===== src/rtl/mac_arb_pkg.sv =====
// Shared types and constants for the Tx MAC input arbiter and related schedulers.
package mac_arb_pkg;

  typedef enum logic [1:0] {
    IDLE,
    FWD,
    ABORT
  } arb_state_t;

  // Byte enables driven on the synthetic abort beat.
  localparam logic [7:0] ABORT_KEEP = 8'hFF;

  // Width of an index into n things; never zero so single-entry configs stay legal.
  function automatic int unsigned idx_width(input int unsigned n);
    return (n > 1) ? $clog2(n) : 1;
  endfunction

endpackage


===== src/rtl/rr_select.sv =====
// Combinational round-robin picker: first set request at or after ptr, wrapping modulo N.
module rr_select
  import mac_arb_pkg::*;
#(
  parameter int unsigned N = 2,
  localparam int unsigned IdxW = idx_width(N)
) (
  input  logic [N-1:0]    req,
  input  logic [IdxW-1:0] ptr,
  output logic [N-1:0]    winner,
  output logic [IdxW-1:0] idx,
  output logic            any_valid
);

  logic [31:0] cand;

  // Walk the requests starting at ptr; the first hit wins. Explicit wrap keeps
  // non-power-of-two N correct.
  always_comb begin
    winner    = '0;
    idx       = '0;
    any_valid = 1'b0;
    cand      = '0;
    for (int unsigned off = 0; off < N; off++) begin
      cand = 32'(ptr) + off;
      if (cand >= N) begin
        cand = cand - N;
      end
      if (!any_valid && req[cand[IdxW-1:0]]) begin
        any_valid                = 1'b1;
        winner[cand[IdxW-1:0]]   = 1'b1;
        idx                      = cand[IdxW-1:0];
      end
    end
  end

endmodule


===== src/rtl/tx_frame_arbiter.sv =====
// Frame-atomic round-robin arbiter feeding the Tx MAC AXIS input, with a stall
// watchdog that terminates a stuck frame with an error beat and drains the
// remainder of that frame from its source.
module tx_frame_arbiter
  import mac_arb_pkg::*;
#(
  parameter int unsigned N_REQ          = 2,
  parameter int unsigned DATA_BYTES     = 8,
  parameter int unsigned TIMEOUT_CYCLES = 64
) (
  input  logic                          i_clk,
  input  logic                          i_reset,
  input  logic [N_REQ*DATA_BYTES*8-1:0] s_axis_tdata,
  input  logic [N_REQ*DATA_BYTES-1:0]   s_axis_tkeep,
  input  logic [N_REQ-1:0]              s_axis_tvalid,
  input  logic [N_REQ-1:0]              s_axis_tlast,
  output logic [N_REQ-1:0]              s_axis_tready,
  output logic [DATA_BYTES*8-1:0]       m00_axis_tdata,
  output logic [DATA_BYTES-1:0]         m00_axis_tkeep,
  output logic                          m00_axis_tvalid,
  output logic                          m00_axis_tlast,
  output logic                          m00_axis_tuser,
  input  logic                          m00_axis_tready,
  output logic [N_REQ-1:0]              o_grant,
  output logic                          o_abort
);

  localparam int unsigned DataW  = DATA_BYTES * 8;
  localparam int unsigned IdxW   = idx_width(N_REQ);
  localparam int unsigned TimerW = (TIMEOUT_CYCLES > 0) ? $clog2(TIMEOUT_CYCLES + 1) : 1;

  arb_state_t        state_q, state_d;
  logic [IdxW-1:0]   owner_q, owner_d;
  logic [IdxW-1:0]   rr_ptr_q, rr_ptr_d;
  logic [N_REQ-1:0]  grant_q, grant_d;
  logic [N_REQ-1:0]  drop_q, drop_d;
  logic [TimerW-1:0] timer_q, timer_d;

  logic [N_REQ-1:0]      eligible;
  logic [N_REQ-1:0]      win_onehot;
  logic [IdxW-1:0]       win_idx;
  logic                  win_any;
  logic                  src_valid;
  logic                  src_last;
  logic [DataW-1:0]      src_data;
  logic [DATA_BYTES-1:0] src_keep;
  logic [IdxW-1:0]       next_ptr;

  // Sources draining an aborted frame may not compete until that frame ends.
  assign eligible = s_axis_tvalid & ~drop_q;

  rr_select #(
    .N(N_REQ)
  ) u_rr_select (
    .req      (eligible),
    .ptr      (rr_ptr_q),
    .winner   (win_onehot),
    .idx      (win_idx),
    .any_valid(win_any)
  );

  assign src_valid = s_axis_tvalid[owner_q];
  assign src_last  = s_axis_tlast[owner_q];
  assign src_data  = s_axis_tdata[owner_q * DataW +: DataW];
  assign src_keep  = s_axis_tkeep[owner_q * DATA_BYTES +: DATA_BYTES];
  assign next_ptr  = (owner_q == IdxW'(N_REQ - 1)) ? '0 : owner_q + 1'b1;
  assign o_grant   = grant_q;

  // Output mux: pass-through of the owner in FWD, synthetic error beat in ABORT.
  always_comb begin
    m00_axis_tdata  = '0;
    m00_axis_tkeep  = '0;
    m00_axis_tvalid = 1'b0;
    m00_axis_tlast  = 1'b0;
    m00_axis_tuser  = 1'b0;
    s_axis_tready   = drop_q;
    o_abort         = 1'b0;
    case (state_q)
      FWD: begin
        m00_axis_tdata         = src_data;
        m00_axis_tkeep         = src_keep;
        m00_axis_tvalid        = src_valid;
        m00_axis_tlast         = src_last;
        s_axis_tready[owner_q] = m00_axis_tready;
      end
      ABORT: begin
        m00_axis_tvalid        = 1'b1;
        // All lanes enabled on the abort beat.
        m00_axis_tkeep         = {DATA_BYTES{ABORT_KEEP[0]}};
        m00_axis_tlast         = 1'b1;
        m00_axis_tuser         = 1'b1;
        s_axis_tready[owner_q] = 1'b0;
        o_abort                = m00_axis_tready;
      end
      default: ;
    endcase
  end

  // Next-state: arbitration, frame completion, watchdog and drop bookkeeping.
  always_comb begin
    state_d  = state_q;
    owner_d  = owner_q;
    rr_ptr_d = rr_ptr_q;
    grant_d  = grant_q;
    timer_d  = timer_q;
    // A draining source leaves drop mode on its discarded tlast beat.
    drop_d   = drop_q & ~(s_axis_tvalid & s_axis_tlast);
    case (state_q)
      IDLE: begin
        if (win_any) begin
          state_d = FWD;
          owner_d = win_idx;
          grant_d = win_onehot;
          timer_d = '0;
        end
      end
      FWD: begin
        if (src_valid && m00_axis_tready) begin
          timer_d = '0;
          if (src_last) begin
            state_d  = IDLE;
            rr_ptr_d = next_ptr;
            grant_d  = '0;
          end
        end else if (!src_valid && (TIMEOUT_CYCLES != 0)) begin
          // Only source starvation counts; downstream backpressure never aborts.
          if (timer_q == TimerW'(TIMEOUT_CYCLES - 1)) begin
            state_d = ABORT;
          end else begin
            timer_d = timer_q + 1'b1;
          end
        end
      end
      ABORT: begin
        if (m00_axis_tready) begin
          state_d         = IDLE;
          rr_ptr_d        = next_ptr;
          grant_d         = '0;
          drop_d[owner_q] = 1'b1;
        end
      end
      default: state_d = IDLE;
    endcase
  end

  // State registers with asynchronous active-high reset.
  always_ff @(posedge i_clk or posedge i_reset) begin
    if (i_reset) begin
      state_q  <= IDLE;
      owner_q  <= '0;
      rr_ptr_q <= '0;
      grant_q  <= '0;
      drop_q   <= '0;
      timer_q  <= '0;
    end else begin
      state_q  <= state_d;
      owner_q  <= owner_d;
      rr_ptr_q <= rr_ptr_d;
      grant_q  <= grant_d;
      drop_q   <= drop_d;
      timer_q  <= timer_d;
    end
  end

endmodule


===== config.mk =====
export PLATFORM = sky130hd
export DESIGN_NAME = tx_frame_arbiter
export DESIGN_NICKNAME = d
export VERILOG_FILES = /design/src/rtl/mac_arb_pkg.sv /design/src/rtl/rr_select.sv /design/src/rtl/tx_frame_arbiter.sv
export SDC_FILE = /design/constraint.sdc
export NUM_CORES = 1
export LEC_CHECK = 0
export ABC_AREA = 1
export CAP_MARGIN = 20
export CORE_UTILIZATION = 25
export CTS_CLUSTER_DIAMETER = 60
export CTS_CLUSTER_SIZE = 30
export DETAILED_ROUTE_END_ITERATION = 8
export PLACE_DENSITY = 0.74
export SLEW_MARGIN = 20
export SYNTH_ARGS = -nofsm -noshare
export SYNTH_HDL_FRONTEND = slang
export SYNTH_SLANG_ARGS = --single-unit

===== constraint.sdc =====
create_clock -name i_clk -period 2.5 [get_ports i_clk]
set_clock_uncertainty 0.05 [all_clocks]
set_input_delay 0.375 -clock i_clk [delete_from_list [all_inputs] [get_ports i_clk]]
set_output_delay 0.375 -clock i_clk [all_outputs]
set_load 0.02 [all_outputs]

-- Yosys cells after proc, flatten, opt, wreduce, memory -nomap -nowiden
Cells that the tools add are included.
- register bits: 15
- output and inout bits: 80
- logic and storage cells: 108
- input bits: 151
- shift-type cells: 2
- add/sub/neg operators: 5
- reductions and logical operators: 15
- eq/ne operators: 11
- bitwise logic cells: 9
- order comparisons: 8
- muxes and demuxes: 52
- operators by type and width (kind ; number):
    variable part select 128 x 8 -> 64 bit ; 1
    two-way mux 64 bit ; 1
    two-way mux 7 bit ; 4
    two-way mux 2 bit ; 12
    two-way mux 1 bit ; 23
    case mux 8 bit (2 select lines) ; 1
    variable part select 16 x 5 -> 8 bit ; 1
    case mux 7 bit (2 select lines) ; 1
    inequality test 3 bit (second input constant) ; 4
    case mux 2 bit (3 select lines) ; 2
    AND reduction 5 bit ; 2
    bitwise AND 2 bit ; 4
    AND reduction 4 bit ; 2
    adder 7 x 1 -> 7 bit (second input constant) ; 1
    == test 7 x 6 -> 1 bit (second input constant) ; 1
    < comparator 1 x 2 -> 1 bit (second input constant) ; 3
    inequality test 2 bit (second input constant) ; 3
    inverter 2 bit ; 3
    case mux 1 bit (2 select lines) ; 3
    logical AND 1 bit ; 5
    OR 2 bit ; 2
    case mux 2 bit (2 select lines) ; 1
    nonzero test 2 bit ; 2
    demux 1 bit (select 1 bit) ; 3
    14 further kinds ; 17

-- Logic depth before layout (Yosys ltp)
- depth after elaboration: 11
- mapped depth: 9
- gate-level depth less buffers: 9

-- Hierarchy
A second synthesis with hierarchy kept.
- cells, all modules: 410
- area total of the unflattened synthesis: 2150.8 sq um
- by module, submodules not included (module ; cells an instance ; sequential area each (sq um) ; area an instance (sq um) ; times used):
    tx_frame_arbiter ; 403 ; 375.4 ; 2120.8 ; 1
    rr_select ; 7 ; 0.0 ; 30.0 ; 1

-- Worst setup path after synthesis
OpenSTA, ideal clock, no wires.
- path kind: register -> output
- start point: register state_q[1]
- end point: output port s_axis_tready[1]
- data arrival time: 1.842 ns
- path slack: 0.233 ns
- cell stages (with the launch flop): 7
- path through: dfrtp_1 > inv_1 > ha_1 > buf_2 > inv_1 > buf_2 > o41ai_1
- cells in the longest elaborated chain, start to end: 2
- elaborated cells on any way between the ends: 3
- RTL lines (element ; line ; source):
    from (decl) ; tx_frame_arbiter.sv:32 ; arb_state_t state_q, state_d;
    from (signal assigned) ; tx_frame_arbiter.sv:156 ; state_q <= state_d;
    == test 2 bit or == test 2 x 1 -> 1 bit (tied branches) ; tx_frame_arbiter.sv:78 ; case (state_q)
    case mux 2 bit (2 select lines) * ; tx_frame_arbiter.sv:78 ;
    to (decl) ; tx_frame_arbiter.sv:17 ; output logic [N_REQ-1:0] s_axis_tready,
Every way passes the cells marked *; elsewhere a longest branch is shown, timed or not.

-- Worst setup path after layout
- start point: register state_q[1]
- end point: output port m00_axis_tdata[62]
- cells in the longest elaborated chain, start to end: 2
- RTL lines (element ; line ; source):
    == test 2 x 1 -> 1 bit ; tx_frame_arbiter.sv:78 ;
    two-way mux 64 bit ; tx_frame_arbiter.sv:78 ;
    to (decl) ; tx_frame_arbiter.sv:18 ; output logic [DATA_BYTES*8-1:0] m00_axis_tdata,
Every way passes these cells.

==> out/results.txt <==
Ant. Diodes - 0
sequential power share - 7.9%
NetSw - 0.00230 W
1st-pass router iterations - 5
Placed Area - 0.00456 mm²
LEAKAGE - 2.81 nW
max-slew violations - 0
placed cells - 726
Int Pwr - 0.00199 W
Vert. Die Dim - 93.6 µm
Logic pwr share - 87.4%
peak supply drop - 0.000509 V
switching share of power - 53.6%
clk sink count - 15
Worst-Skew Late Latency - 0.25 ns
DP HPWL - 8160 µm
Net Count, Synth - 559
wire length per cell - 13.9 µm
post-synth top area share - 28.1%
share of cells above drive strength 1 - 4.80%
# Post-CTS Setup Buffers - 0
Final setup viols - 0
flop and latch count out of synthesis - 15
largest net degree at the start of global routing - 57
Avg Cell Area, Syn - 5.20 µm²
Buf/Inv on CP - 3
sequential area share after synthesis - 17.9%
WP data arrival - 1.99 ns
Post-Route WL - 10200 µm
Top delay family on crit path - buffers and inverters
Worst-path clk slew - 0.06 ns
critical path, cell by cell - inv_1 > ha_2 > buf_12 > o21ai_0 > nor2_1 > clkdlybuf4s50_1
Max-Cap Viols - 0
GP Congestion - 0.866
Overflow after GRT - 0
required time of the critical path - 2.08 ns
ANT nets after route - 0
TritonCTS Buffers - 3
Starting Density - 25.6%
Worst path depth - 6
slowest stage delay, CP - 0.61 ns
status - complete, no violations
first-pass GRT wire length - 15500 µm
Tmin final - 2.42 ns
aggregate negative setup slack - 0 ns
DR iter-0 viols - 95
std cell rows - 33
clk root buf - clkbuf_8
most frequent cells in the layout - clkdlybuf4s50_1, nor2_1, o21ai_0
Vias - 3391
Warnings, synthesis - 0
IO buf count - 230
commonest non-fill, non-tap cell in the layout - clkdlybuf4s50_1
die width - 93.6 µm
startpoint types - register
Mapped Area - 0.00210 mm²
Worst Tran Pin Value - 0.591 ns
PnR Total Power - 0.00428 W
vias per cell - 4.65
initial antenna violation count - 0
Tot GR Track Use - 22.2%
Syn-to-layout area delta - 126%
Setup crit end kind - output pin
period utilization - 96.7%
max_slew headroom - 60.5%
HP Class - input pin to async pin
Die ar. - 0.00875 mm²
dominant cells by area after synthesis - nor2_1, o21ai_0, dfrtp_1
Synth cell types - 26
PwrDens - 904 mW/mm²
TritonCTS clock tree - built
# H-tree levels - 1
DRC - 0
core box area - 0.00818 mm²
Clk network pwr share - 4.7%
layout net count - 782
Yosys top cell by area - nor2_1
vias in the first global route - 3245
final instance area - 0.00474 mm²
Worst R2R Path Depth - 8
slowest CP cell - clkdlybuf4s50_1
FMAX - 414 MHz
Max FO, Critical Path - 56
Syn Inst Count - 403
fin cells - 730
maximum buffer depth of the clock tree - 2
number of I/O pins - 231
crit path kind - register to output pin
Hold Vio Cnt, Final - 0
[final cells by class]
type | count | area (µm²)
fillers | 766 | 3440
multi-input cells | 339 | 1530
clock buffers | 4 | 45.0
well taps | 105 | 131
repair buffers | 244 | 2560
inverters | 23 | 91.3
flip-flops and latches | 15 | 377
[power groups by stage]
stage | registers [W] | clock network (W) | logic [W]
final | 0.000337 | 0.000202 | 0.00374
after global routing | 0.000345 | 0.000215 | 0.00407
after CTS | 0.000335 | 0.000205 | 0.00385
after detailed placement | 0.000334 | 0 | 0.00388
after global placement | 0.000331 | 0 | 0.00383
after floorplan | 0.000342 | 0 | 0.00208
[metal layers]
metal  share of wire (%)  global-route usage [%]
met5                   0                       0
met4                 3.8                    10.3
met3                 8.8                    6.50
met2                  50                    40.7
met1                  38                    23.2
[worst register-to-register path: cells and delay by family (launching register included)]
kind                     cells  cell delay (ns)
adder cells (fa/ha/maj)      1             0.22
flip-flops                   1             0.38
buffers and inverters        2             0.29
AND/OR/NAND/NOR              5             0.62
[final timing paths]
kind,startpoint,to,slack [ns]
max in group asynchronous,i_reset,owner_q,1.55
hold reg to reg,o_grant[0],o_grant[0],0.45
setup reg to reg,state_q[1],timer_q[5],0.88
hold / removal,i_reset,o_grant[0],0.43
min in group i_clk,o_grant[0],o_grant[0],0.45
setup / recovery,state_q[1],m00_axis_tdata[62],0.08
[registers in the layout (all words and copies together), names as in the netlist]
register,flops
state_q,2
drop_q,2
o_grant,2
owner_q,1
timer_q,7
rr_ptr_q,1
[what timing repair did]
item | in CTS | in global routing
hold buffers | 0 | 0
pin swaps | 0 | 0
endpoints found under the setup margin | 39 | 62
gates resized for setup | 14 | 57
[cells in the mapped netlist (all sizes together)]
| master | n |
|---|---|
| nor2 | 159 |
| inv | 22 |
| or2 | 2 |
| a21oi | 15 |
| nand3b | 2 |
| nand2 | 54 |
| o211ai | 1 |
| o41ai | 1 |
| buf | 6 |
| ha | 5 |
| dfrtp | 15 |
| o21bai | 1 |
| nand3 | 12 |
| clkbuf | 20 |
| nand4 | 2 |
| o21ai | 85 |
| clkinv | 1 |
[cells by family after synthesis]
family / count (synthesis) / share of synthesized area, %
DFF: 15 / 17.9
buffers and inverters: 49 / 9.25
adders and majority gates: 5 / 2.99
and+or+nand+nor: 231 / 44.8
AOI/OAI and AO/OA: 103 / 25.0
[metrics by stage]
stage          hold WS (ns)  setup WS, ns  utilization, %
2_1_floorplan         0.226         0.233               -
3_3_place_gp          0.429         0.155            55.7
3_5_place_dp          0.437         0.123            55.7
4_1_cts               0.452       0.00707            56.2
5_1_grt               0.471      -0.00129            58.0
6_report              0.432        0.0835            58.0
(Power assumes the default switching activity.)
